### src/rtl/sram_scan_pkg.sv
// Shared definitions for the SRAM scan driver and anything that talks to the
// same scan wrapper: controller state encoding, header layout and word-count
// width.
//
// Header layout, shifted out bit 0 first:
//   bit 0                       : write flag
//   bits HDR_CNT_POS +: CNT_W   : word count, LSB first
//   bits HDR_ADDR_POS +: n_addr : start address, LSB first
package sram_scan_pkg;

  typedef enum logic [2:0] {
    S_IDLE,
    S_RST,
    S_HDR,
    S_WR,
    S_RDW,
    S_RD,
    S_DONE
  } scan_state_t;

  localparam int CNT_W        = 32;
  localparam int HDR_WR_POS   = 0;
  localparam int HDR_CNT_POS  = HDR_WR_POS + 1;
  localparam int HDR_ADDR_POS = HDR_CNT_POS + CNT_W;

  function automatic int hdr_len(input int n_addr);
    return HDR_ADDR_POS + n_addr;
  endfunction

endpackage

### src/rtl/scan_shift_reg.sv
// Word-wide shift register shared by the write serializer and the read
// deserializer. Shifts right: the serial output is bit 0 and the serial
// input enters at the MSB, so a word travels LSB first in both directions.
//
// Ports:
//   clk       : clock
//   load      : parallel load (takes priority over shift)
//   load_data : word to load
//   shift     : shift one position this cycle
//   si        : serial input, enters at the MSB
//   so        : serial output, bit 0
//   pout      : parallel output including the bit being shifted in this
//               cycle, so a word can be captured on the same edge that
//               samples its last bit
module scan_shift_reg #(
  parameter int DATA_W = 32
) (
  input  logic              clk,
  input  logic              load,
  input  logic [DATA_W-1:0] load_data,
  input  logic              shift,
  input  logic              si,
  output logic              so,
  output logic [DATA_W-1:0] pout
);

  logic [DATA_W-1:0] q;

  always_ff @(posedge clk) begin
    if (load) begin
      q <= load_data;
    end else if (shift) begin
      q <= {si, q[DATA_W-1:1]};
    end
  end

  assign so   = q[0];
  assign pout = {si, q[DATA_W-1:1]};

endmodule

### src/rtl/sram_scan_driver.sv
// Drives an SRAM scan wrapper: per command it pulses the wrapper reset,
// shifts out a header (write flag, count, address), then streams write
// words out or, after a fixed latency, samples read words back in.
// The wrapper timing is free-running, so once a transaction starts it never
// stalls; a missing write word is replaced by zero and flagged.
//
// Ports:
//   scan_clk, scan_rst_n          : clock, async active-low reset
//   cmd_valid/cmd_ready           : command handshake (accepted only when idle)
//   cmd_addr, cmd_cnt, cmd_write  : start address, word count, direction
//   wdata_valid/wdata_ready/wdata : write word handshake
//   rdata_valid, rdata            : read word strobe and held word
//   done                          : one-cycle end-of-transaction pulse
//   underrun                      : sticky, a write word was missing
//   sram_rst_n_o                  : wrapper reset
//   scan_data_o, scan_data_i      : serial stream to / from the wrapper
//
// RST_CYC and RD_LAT must be at least 1; N_DATA at least 2.
module sram_scan_driver
  import sram_scan_pkg::*;
#(
  parameter int N_ADDR  = 32,
  parameter int N_DATA  = 32,
  parameter int RST_CYC = 4,
  parameter int RD_LAT  = 34
) (
  input  logic              scan_clk,
  input  logic              scan_rst_n,
  input  logic              cmd_valid,
  output logic              cmd_ready,
  input  logic [N_ADDR-1:0] cmd_addr,
  input  logic [CNT_W-1:0]  cmd_cnt,
  input  logic              cmd_write,
  input  logic              wdata_valid,
  output logic              wdata_ready,
  input  logic [N_DATA-1:0] wdata,
  output logic              rdata_valid,
  output logic [N_DATA-1:0] rdata,
  output logic              done,
  output logic              underrun,
  output logic              sram_rst_n_o,
  output logic              scan_data_o,
  input  logic              scan_data_i
);

  localparam int          HDR_LEN   = hdr_len(N_ADDR);
  localparam logic [31:0] RST_LAST  = 32'(RST_CYC - 1);
  localparam logic [31:0] HDR_LAST  = 32'(HDR_LEN - 1);
  localparam logic [31:0] WORD_LAST = 32'(N_DATA - 1);
  localparam logic [31:0] RDW_LAST  = 32'(RD_LAT - 1);

  scan_state_t state, next_state;

  logic [31:0]        step;
  logic [31:0]        step_end;
  logic               step_last;
  logic [CNT_W-1:0]   words_left;
  logic               write_q;
  logic [HDR_LEN-1:0] hdr_sr;
  logic               accept;
  logic               word_end;
  logic               last_word;

  logic               sr_load;
  logic               sr_shift;
  logic               sr_si;
  logic               sr_so;
  logic [N_DATA-1:0]  sr_load_data;
  logic [N_DATA-1:0]  sr_pout;

  assign accept    = cmd_valid & cmd_ready;
  assign last_word = (words_left == CNT_W'(1));
  assign step_last = (step == step_end);
  assign word_end  = ((state == S_WR) || (state == S_RD)) && step_last;

  // Length of the current state (or of one word in WR/RD), as a last index.
  always_comb begin
    step_end = '0;
    case (state)
      S_RST:       step_end = RST_LAST;
      S_HDR:       step_end = HDR_LAST;
      S_WR, S_RD:  step_end = WORD_LAST;
      S_RDW:       step_end = RDW_LAST;
      default:     step_end = '0;
    endcase
  end

  always_ff @(posedge scan_clk or negedge scan_rst_n) begin
    if (!scan_rst_n) begin
      state <= S_IDLE;
    end else begin
      state <= next_state;
    end
  end

  always_comb begin
    next_state  = state;
    wdata_ready = 1'b0;
    done        = 1'b0;
    scan_data_o = 1'b0;
    case (state)
      S_IDLE: begin
        if (accept) next_state = S_RST;
      end
      S_RST: begin
        if (step_last) next_state = S_HDR;
      end
      S_HDR: begin
        scan_data_o = hdr_sr[0];
        if (step_last) begin
          if (words_left == '0) begin
            next_state = S_DONE;
          end else if (write_q) begin
            // Word 0 is fetched on the last header bit so it starts
            // shifting with no gap.
            next_state  = S_WR;
            wdata_ready = 1'b1;
          end else begin
            next_state = S_RDW;
          end
        end
      end
      S_WR: begin
        scan_data_o = sr_so;
        if (word_end) begin
          if (last_word) next_state = S_DONE;
          else           wdata_ready = 1'b1;
        end
      end
      S_RDW: begin
        if (step_last) next_state = S_RD;
      end
      S_RD: begin
        if (word_end && last_word) next_state = S_DONE;
      end
      S_DONE: begin
        done       = 1'b1;
        next_state = S_IDLE;
      end
      default: next_state = S_IDLE;
    endcase
  end

  always_ff @(posedge scan_clk or negedge scan_rst_n) begin
    if (!scan_rst_n) begin
      step         <= '0;
      words_left   <= '0;
      write_q      <= 1'b0;
      cmd_ready    <= 1'b0;
      sram_rst_n_o <= 1'b0;
      underrun     <= 1'b0;
      rdata_valid  <= 1'b0;
      rdata        <= '0;
    end else begin
      // Every state change lands on step_last, so one wrap rule covers
      // both per-state timing and per-word bit counting.
      step <= step_last ? '0 : step + 32'd1;

      if (accept) begin
        words_left <= cmd_cnt;
        write_q    <= cmd_write;
        underrun   <= 1'b0;
      end else begin
        if (word_end) words_left <= words_left - CNT_W'(1);
        if (wdata_ready && !wdata_valid) underrun <= 1'b1;
      end

      // Registered from next_state so both track the state with no glitch
      // and both hold their reset level until the first clock after reset.
      cmd_ready    <= (next_state == S_IDLE);
      sram_rst_n_o <= (next_state != S_RST);

      rdata_valid <= (state == S_RD) && step_last;
      if ((state == S_RD) && step_last) rdata <= sr_pout;
    end
  end

  always_ff @(posedge scan_clk) begin
    if (accept) begin
      hdr_sr <= {cmd_addr, cmd_cnt, cmd_write};
    end else if (state == S_HDR) begin
      hdr_sr <= hdr_sr >> 1;
    end
  end

  // A missing write word still occupies its N_DATA slots, as zeros.
  assign sr_load      = wdata_ready;
  assign sr_load_data = wdata_valid ? wdata : '0;
  assign sr_shift     = (state == S_WR) || (state == S_RD);
  assign sr_si        = (state == S_RD) && scan_data_i;

  scan_shift_reg #(
    .DATA_W (N_DATA)
  ) u_shift (
    .clk       (scan_clk),
    .load      (sr_load),
    .load_data (sr_load_data),
    .shift     (sr_shift),
    .si        (sr_si),
    .so        (sr_so),
    .pout      (sr_pout)
  );

endmodule
### config.mk
export PLATFORM = sky130hd
export DESIGN_NAME = sram_scan_driver
export DESIGN_NICKNAME = d
export VERILOG_FILES = /design/src/rtl/sram_scan_pkg.sv /design/src/rtl/scan_shift_reg.sv /design/src/rtl/sram_scan_driver.sv
export SDC_FILE = /design/constraint.sdc
export NUM_CORES = 1
export LEC_CHECK = 0
export BUFFER_PORTS_ARGS = -buffer_cell sky130_fd_sc_hd__buf_2
export CORE_ASPECT_RATIO = 1.1
export CORE_MARGIN = 1.5
export CORE_UTILIZATION = 51
export DETAILED_ROUTE_END_ITERATION = 12
export PLACE_DENSITY_LB_ADDON = 0.2
export SYNTH_ARGS = -nofsm -noshare
export SYNTH_HDL_FRONTEND = slang
export SYNTH_SLANG_ARGS = --single-unit
### constraint.sdc
create_clock -name scan_clk -period 5.8 [get_ports scan_clk]
set_input_delay 0.58 -clock scan_clk [delete_from_list [all_inputs] [get_ports scan_clk]]
set_output_delay 0.58 -clock scan_clk [all_outputs]
set_load 0.02 [all_outputs]
# Yosys cells after proc, flatten, opt, wreduce, memory -nomap -nowiden
# Cells that the tools add are included.
dict set report classes {
  add_sub_neg 2
  eq_ne 9
  mux 29
  n_bitwise 1
  reduce_logical 15
}
# cell count
set op_table {}
lappend op_table {{$mux 32} 6}
lappend op_table {{$mux 65} 2}
lappend op_table {{$add 32x1->32 const B} 1}
lappend op_table {{$eq 32x1->1 const B} 1}
lappend op_table {{$eq 32x32->1} 1}
lappend op_table {{$logic_not 32->1} 1}
lappend op_table {{$sub 32x1->32 const B} 1}
lappend op_table {{$pmux 7 s4} 1}
lappend op_table {{$mux 3} 9}
lappend op_table {{$pmux 3 s6} 1}
lappend op_table {{$eq 3x3->1 const B} 3}
lappend op_table {{$mux 1} 8}
lappend op_table {{$reduce_bool 2->1} 4}
lappend op_table {{$eq 3x2->1 const B} 2}
lappend op_table {{$logic_not 3->1} 2}
lappend op_table {{$logic_and 1x1->1} 5}
lappend op_table {{$pmux 1 s2} 2}
lappend op_table {{$eq 3x1->1 const B} 1}
lappend op_table {{$ne 3x1->1 const B} 1}
lappend op_table {{$reduce_or 2->1} 1}
lappend op_table {{$and 1x1->1} 1}
lappend op_table {{$logic_not 1->1} 1}
lappend op_table {{$logic_or 1x1->1} 1}
dict set report totals {
  ff_bits 201
  inputBits 102
  out_inout_bits 39
  word_cells 67
}

# Logic depth before layout (Yosys ltp)
dict set report logic_depth {
  word_depth 10
  ltp_mapped 11
}

# Hierarchy
# Synthesis repeated with hierarchy kept, for this count alone.
dict set report hier_totals {
  hier_cells 826
  area_unflattened_um2 9406.5
}
# mod n_inst cells_each area_each_um2 seq_area_each_um2
set by_module_without_submodules {}
lappend by_module_without_submodules {sram_scan_driver 1 756 7891.3 4554.4}
lappend by_module_without_submodules {scan_shift_reg 1 70 1515.2 960.9}

# Worst setup path after synthesis
# No wires, ideal clock.
dict set report synth_timing {
  path_type {register -> register}
  start {reg state[0]}
  end {reg hdr_sr[0] (enable)}
  arrival_ns 5.248
  required_ns 5.222
  path_slack_ns -0.026
  stages_incl_launch_ff 3
  path_buffers 1
  synth_period_minus_slack_ns 5.826
  cell_sequence {dfrtp_1 -> clkbuf_1 -> o21ai_0}
}
dict set report synth_via {
  elab_chain_len 2
}
# item line
set synth_rtl {}
lappend synth_rtl {{from (decl)} sram_scan_driver.sv:52} ;# scan_state_t state, next_state;
lappend synth_rtl {{from (signal assigned)} sram_scan_driver.sv:92} ;# state <= next_state;
lappend synth_rtl {{$eq 3x2->1} sram_scan_driver.sv:181} ;# end else if (state == S_HDR) begin
lappend synth_rtl {{$reduce_bool 2->1 (no line)} --}
lappend synth_rtl {{to (signal assigned)} sram_scan_driver.sv:180} ;# hdr_sr <= {cmd_addr, cmd_cnt, cmd_write};
lappend synth_rtl {{to (signal assigned)} sram_scan_driver.sv:182} ;# hdr_sr <= hdr_sr >> 1;
lappend synth_rtl {{to (decl)} sram_scan_driver.sv:59} ;# logic [HDR_LEN-1:0] hdr_sr;
# No other way between the ends.
# A chain may end at the register's enable or synchronous reset.

# Worst setup path in the final report
dict set report layout_timing {
  start {reg words_left[12]}
  end {out wdata_ready}
}
dict set report layout_via {
  elab_chain_len 4
}
# item line
set layout_rtl {}
lappend layout_rtl {{from (decl)} sram_scan_driver.sv:57} ;# logic [CNT_W-1:0] words_left;
lappend layout_rtl {{from (signal assigned)} sram_scan_driver.sv:160} ;# words_left <= cmd_cnt;
lappend layout_rtl {{from (signal assigned)} sram_scan_driver.sv:164} ;# if (word_end) words_left <= words_left - CNT_W'(1);
lappend layout_rtl {{$eq 32x1->1 / $logic_not 32->1 (equally long branches)} {sram_scan_driver.sv:72, sram_scan_driver.sv:111}}
lappend layout_rtl {{$mux 1 (on tied branches)} {sram_scan_driver.sv:126, sram_scan_driver.sv:111}}
lappend layout_rtl {{$mux 1 (on tied branches)} {sram_scan_driver.sv:125, sram_scan_driver.sv:110}}
lappend layout_rtl {{$pmux 1 s2 (*)} sram_scan_driver.sv:101} ;# case (state)
lappend layout_rtl {{to (decl)} sram_scan_driver.sv:35} ;# output logic wdata_ready,
# Every way passes the cells marked *; elsewhere a longest branch is shown, timed or not.

==> flow_summary.html <==
<table>
<tr><th>Metric</th><th>Value</th></tr>
<tr><th colspan="2">Run status</th></tr>
<tr><td>Result of the run</td><td>finished, final reports clean</td></tr>
<tr><th colspan="2">Placed design</th></tr>
<tr><td>Routability Congestion</td><td>0.8349</td></tr>
<tr><td>Placed cell areas</td><td>9873 µm²</td></tr>
<tr><td>Count of placed standard cells including taps</td><td>1188</td></tr>
<tr><td>Placed wire-length estimate</td><td>12.16 mm</td></tr>
<tr><td>Port-buffer cells</td><td>140</td></tr>
<tr><th colspan="2">STA</th></tr>
<tr><td>Post-Route Setup TNS</td><td>0 ns</td></tr>
<tr><td>Remaining max-slew budget at the tightest pin</td><td>40.98%</td></tr>
<tr><td>Clk_skew</td><td>0.01015 ns</td></tr>
<tr><td>Final min period</td><td>4.148 ns</td></tr>
<tr><td>Transition at the pin with the smallest max-transition slack</td><td>0.8852 ns</td></tr>
<tr><td>Unrepaired setup endpoints after global routing</td><td>false</td></tr>
<tr><td>Setup violation total in the final timing report</td><td>0</td></tr>
<tr><td>Achievable clock frequency</td><td>0.2411 GHz</td></tr>
<tr><td>Max-slew violation total from the final report</td><td>0</td></tr>
<tr><td>Part of the cycle the worst path needs</td><td>71.52%</td></tr>
<tr><td>Count of final hold-check violations</td><td>0</td></tr>
<tr><th colspan="2">Critical path</th></tr>
<tr><td>Worst reg-to-reg path cell count</td><td>8</td></tr>
<tr><td>Worst reg2reg endpoint</td><td>u_shift.q[25]$_DFFE_PP_</td></tr>
<tr><td>Highest fanout seen on the critical path</td><td>66</td></tr>
<tr><td>FF-to-FF Start</td><td>words_left[12]$_DFFE_PN0P_</td></tr>
<tr><td>Worst EP required</td><td>5.22 ns</td></tr>
<tr><td>Element type at the critical path end</td><td>primary output</td></tr>
<tr><td>Max stage delay on crit path</td><td>0.67 ns</td></tr>
<tr><td>Crit path to</td><td>wdata_ready</td></tr>
<tr><td>Nature of the critical path startpoint</td><td>flip-flop</td></tr>
<tr><td>Critical path arrival</td><td>3.57 ns</td></tr>
<tr><td>Slowest cell on crit path</td><td>sky130_fd_sc_hd__or4b_1</td></tr>
<tr><td>Setup slack on the worst flop-to-flop path</td><td>1.77 ns</td></tr>
<tr><td>Setup CP Type</td><td>flip-flop to primary output</td></tr>
<tr><td>Worst setup path startpoint</td><td>words_left[12]$_DFFE_PN0P_</td></tr>
<tr><td>Critical path cell sequence</td><td>nor4_1 -&gt; nand3_1 -&gt; or4b_1 -&gt; a22oi_2 -&gt; nand3b_2 -&gt; buf_4 -&gt; inv_1 -&gt; buf_2</td></tr>
<tr><th colspan="2">Global routing</th></tr>
<tr><td>GRT met2 Usage</td><td>33.56%</td></tr>
<tr><td>Vias in the first global route</td><td>6254</td></tr>
<tr><td>Most used routing layer</td><td>met2</td></tr>
<tr><td>Total congestion overflow</td><td>0</td></tr>
<tr><td>Met3 routing resource usage after global routing</td><td>3.158%</td></tr>
<tr><td>Met1 demand-to-capacity share in global routing</td><td>29.21%</td></tr>
<tr><td>Maximum number of pins on one net before global-route repair</td><td>75</td></tr>
<tr><td>Number of antenna violations at the first check in global routing</td><td>0</td></tr>
<tr><td>Combined global-route utilization of all metal layers</td><td>20.67%</td></tr>
<tr><td>Global-route wire length before repair</td><td>30.66 mm</td></tr>
<tr><th colspan="2">Route</th></tr>
<tr><td>Via density</td><td>5.199</td></tr>
<tr><td>Detailed-route DRC error count</td><td>0</td></tr>
<tr><td>First-pass iteration count of the detailed router</td><td>4</td></tr>
<tr><td>Total number of vias</td><td>6369</td></tr>
<tr><td>Wire length per cell</td><td>14.87 µm</td></tr>
<tr><td>Number of antenna-violating nets in the routed design</td><td>0</td></tr>
<tr><td>Number of DRC violations after detailed-routing iteration 0</td><td>481</td></tr>
<tr><td>Overall routed net length</td><td>18.21 mm</td></tr>
<tr><th colspan="2">Yosys</th></tr>
<tr><td>Cell accounting for the most synthesized area</td><td>sky130_fd_sc_hd__edfxtp_1</td></tr>
<tr><td>Async set-or-reset flop fraction in the synthesized netlist</td><td>51.74%</td></tr>
<tr><td>Cell count after synthesis</td><td>845</td></tr>
<tr><td>Number of enable flip-flop cells after synthesis</td><td>97</td></tr>
<tr><td>Dominant register cell in the synthesized netlist</td><td>sky130_fd_sc_hd__dfrtp_1</td></tr>
<tr><td>Portion of synthesized cell area occupied by the leading cell type</td><td>32.38%</td></tr>
<tr><td>Flops &amp; latches, synth</td><td>201</td></tr>
<tr><td>Distinct cell type count after synthesis</td><td>48</td></tr>
<tr><td>Total standard cell area after synthesis</td><td>8996 µm²</td></tr>
<tr><td>Dominant cells by area after synthesis</td><td>sky130_fd_sc_hd__edfxtp_1, sky130_fd_sc_hd__dfrtp_1, sky130_fd_sc_hd__nand2_1</td></tr>
<tr><td>Synthesized Nets</td><td>950</td></tr>
<tr><td>Syn. warnings</td><td>0</td></tr>
<tr><td>Avg Cell Area, Syn</td><td>10.65 µm²</td></tr>
<tr><td>Sequential element share of the synthesized area</td><td>61.31%</td></tr>
<tr><th colspan="2">Run</th></tr>
<tr><td>Maximum capacitance violations</td><td>0</td></tr>
<tr><th colspan="2">Clock tree</th></tr>
<tr><td>Clock tree from TritonCTS</td><td>yes</td></tr>
<tr><td>Clock-pin slew on the worst setup and hold paths</td><td>0.06 ns</td></tr>
<tr><td>H-tree lvl count</td><td>1</td></tr>
<tr><td>TritonCTS Buffers</td><td>21</td></tr>
<tr><td>Library cell used as clock root buffer</td><td>sky130_fd_sc_hd__clkbuf_16</td></tr>
<tr><td># clock sinks</td><td>201</td></tr>
<tr><td>Hold buffers post-CTS</td><td>0</td></tr>
<tr><td>Longest Clk Path Bufs</td><td>3</td></tr>
<tr><td>Number of resized instances in the post-cts repair step</td><td>0</td></tr>
<tr><td>Setup repair bufs after CTS</td><td>0</td></tr>
<tr><td>Clock Latency Late Sink</td><td>0.48 ns</td></tr>
<tr><th colspan="2">Floorplan</th></tr>
<tr><td>Site row count</td><td>50</td></tr>
<tr><td>Die area</td><td>18450 µm²</td></tr>
<tr><td>I/O pins</td><td>141</td></tr>
<tr><td>Die Ht</td><td>142.3 µm</td></tr>
<tr><td>Width of the die</td><td>129.6 µm</td></tr>
<tr><td>Initial Util</td><td>52.48%</td></tr>
<tr><td>Standard cell core area</td><td>17140 µm²</td></tr>
<tr><th colspan="2">Power</th></tr>
<tr><td>Power per unit of standard cell area</td><td>266.4 nW/µm²</td></tr>
<tr><td>Reported net switching power</td><td>550.2 µW</td></tr>
<tr><td>Cell leakage power</td><td>0.004727 µW</td></tr>
<tr><td>Highest ir drop seen on vdd</td><td>245.3 µV</td></tr>
<tr><td>Sequential fraction of design power</td><td>53.0%</td></tr>
<tr><td>Power, Total</td><td>2804 µW</td></tr>
<tr><td>Switching power share of the total</td><td>19.62%</td></tr>
<tr><td>Comb pwr share</td><td>2.1%</td></tr>
<tr><td>Clock power share</td><td>44.9%</td></tr>
<tr><td>Pint</td><td>2254 µW</td></tr>
<tr><th colspan="2">Layout</th></tr>
<tr><td>Antenna Cells</td><td>0</td></tr>
<tr><td>Non-filler instance count after layout</td><td>1225</td></tr>
<tr><td>Number of nets in the finished design</td><td>1082</td></tr>
<tr><td>Fraction of final layout cells with drive strength greater than 1</td><td>22.70%</td></tr>
<tr><td>Total non-filler cell area in the finished layout</td><td>10530 µm²</td></tr>
<tr><td>Core utilization of the finished layout</td><td>61.41%</td></tr>
<tr><td>Area growth from synthesis to layout</td><td>17.01%</td></tr>
<tr><th colspan="2">Hold path</th></tr>
<tr><td>HP Class</td><td>input pin to async pin</td></tr>
</table>
[logic make-up (layout without fill, tap and decap cells)]
family / Yosys count / count (layout) / synth area share [%]
and+or+nand+nor: 421 / 421 / 20.68
buffers and inverters: 45 / 191 / 2.392
AOI/OAI and AO/OA: 79 / 79 / 4.909
muxes: 35 / 35 / 4.353
xor gates and xnor gates: 61 / 61 / 5.939
DFF: 201 / 201 / 61.31
adders and majority gates: 3 / 3 / 0.4173
[worst max-delay path: cells and delay by family, from the launching register on]
family                 cells  cell delay [ns]
AND/OR/NAND/NOR            4             1.68
buffers and inverters      3             0.78
flip-flops                 1             0.41
AO/OA/AOI/OAI              1             0.19
[power groups by stage]
stage	Clock [µW]	Sequential, µW	Combinational [µW]
3_3_place_gp	0	1510	61.4
6_report	1260	1490	60.1
5_1_grt	1350	1480	68.4
4_1_cts	1290	1490	61.4
3_5_place_dp	0	1510	61.1
2_1_floorplan	0	1510	8.19
[stage by stage]
step	worst slack (ns)	hold WS [ns]
2_1_floorplan	1.736	0.2844
3_3_place_gp	1.902	0.4644
3_5_place_dp	1.773	0.4715
4_1_cts	1.644	0.04826
5_1_grt	1.402	0.07072
6_report	1.652	0.04962
[worst min path at each step]
| stage | startpoint | end | slack, ns | depth (start not counted) |
|---|---|---|---|---|
| after floorplan | scan_rst_n | cmd_ready$_DFF_PN0_ | 0.28 | 0 |
| after global placement | step[31]$_DFF_PN0_ | step[31]$_DFF_PN0_ | 0.46 | 1 |
| after detailed placement | step[31]$_DFF_PN0_ | step[31]$_DFF_PN0_ | 0.47 | 1 |
| after CTS | scan_rst_n | rdata[17]$_DFFE_PN0P_ | 0.05 | 1 |
| after global routing | scan_rst_n | rdata[17]$_DFFE_PN0P_ | 0.07 | 1 |
| final | scan_rst_n | rdata[17]$_DFFE_PN0P_ | 0.05 | 1 |
[layout make-up]
class | instances | area, µm²
clock buffer | 30 | 620.6
clock inverter | 7 | 32.53
fill | 1477 | 6615
inverter | 7 | 26.28
multi-input combinational | 599 | 3283
sequential | 201 | 5515
tap | 234 | 292.8
timing repair buffer | 147 | 755.7
[cells in the final DEF, fill, tap and decap left out, types with 3 or more instances in the layout]
cell                        instances
sky130_fd_sc_hd__nand2_1          281
sky130_fd_sc_hd__buf_2            139
sky130_fd_sc_hd__dfrtp_1          104
sky130_fd_sc_hd__edfxtp_1          97
sky130_fd_sc_hd__xnor2_1           45
sky130_fd_sc_hd__o21ai_0           35
sky130_fd_sc_hd__mux2_2            33
sky130_fd_sc_hd__nor2_1            28
sky130_fd_sc_hd__o21ai_1           26
sky130_fd_sc_hd__nor3_1            22
sky130_fd_sc_hd__clkbuf_16         22
sky130_fd_sc_hd__xor2_1            16
sky130_fd_sc_hd__nand3_1           16
sky130_fd_sc_hd__nor4_1            15
sky130_fd_sc_hd__nand4_1           14
sky130_fd_sc_hd__buf_4              8
sky130_fd_sc_hd__or3_1              7
sky130_fd_sc_hd__inv_1              7
sky130_fd_sc_hd__and3_1             6
sky130_fd_sc_hd__a21oi_1            5
sky130_fd_sc_hd__nor2b_1            5
sky130_fd_sc_hd__clkinv_2           5
sky130_fd_sc_hd__clkbuf_1           4
sky130_fd_sc_hd__clkbuf_8           4
sky130_fd_sc_hd__or4_1              3
sky130_fd_sc_hd__nand2b_1           3
sky130_fd_sc_hd__and4_1             3
sky130_fd_sc_hd__ha_1               3
[synthesized netlist by cell type, types with 2 or more instances]
library cell	instances
sky130_fd_sc_hd__nand4_1	14
sky130_fd_sc_hd__nand2_1	282
sky130_fd_sc_hd__buf_6	5
sky130_fd_sc_hd__nor2b_1	5
sky130_fd_sc_hd__edfxtp_1	97
sky130_fd_sc_hd__xnor2_1	45
sky130_fd_sc_hd__a21oi_1	5
sky130_fd_sc_hd__and2_1	3
sky130_fd_sc_hd__ha_1	3
sky130_fd_sc_hd__nor3_1	22
sky130_fd_sc_hd__inv_1	7
sky130_fd_sc_hd__o21a_1	2
sky130_fd_sc_hd__nand2b_1	3
sky130_fd_sc_hd__nand3_1	16
sky130_fd_sc_hd__and4_1	3
sky130_fd_sc_hd__nor2_1	29
sky130_fd_sc_hd__clkbuf_1	26
sky130_fd_sc_hd__or4_1	3
sky130_fd_sc_hd__and3_1	6
sky130_fd_sc_hd__o22ai_1	2
sky130_fd_sc_hd__or2_2	2
sky130_fd_sc_hd__buf_2	5
sky130_fd_sc_hd__clkbuf_2	2
sky130_fd_sc_hd__dfrtp_1	104
sky130_fd_sc_hd__o21ai_0	36
sky130_fd_sc_hd__or3_1	7
sky130_fd_sc_hd__o21ai_1	26
sky130_fd_sc_hd__mux2_2	33
sky130_fd_sc_hd__mux2i_1	2
sky130_fd_sc_hd__nor4_1	15
sky130_fd_sc_hd__xor2_1	16
sky130_fd_sc_hd__a31oi_1	2
sky130_fd_sc_hd__nand4b_1	2
[layer usage]
layer,up-vias,routed length [µm]
met4,0,347
li1,3163,-
met3,30,883
met1,3026,8279
met5,-,0
met2,150,8702
[flip-flops by register name, summed over array words and instances (netlist names)]
name / flops
rdata: 32
underrun: 1
sram_rst_n_o: 1
words_left: 32
step: 32
hdr_sr: 65
cmd_ready: 1
u_shift.q: 32
write_q: 1
state: 3
rdata_valid: 1
Power figures use the tool's default switching activity.
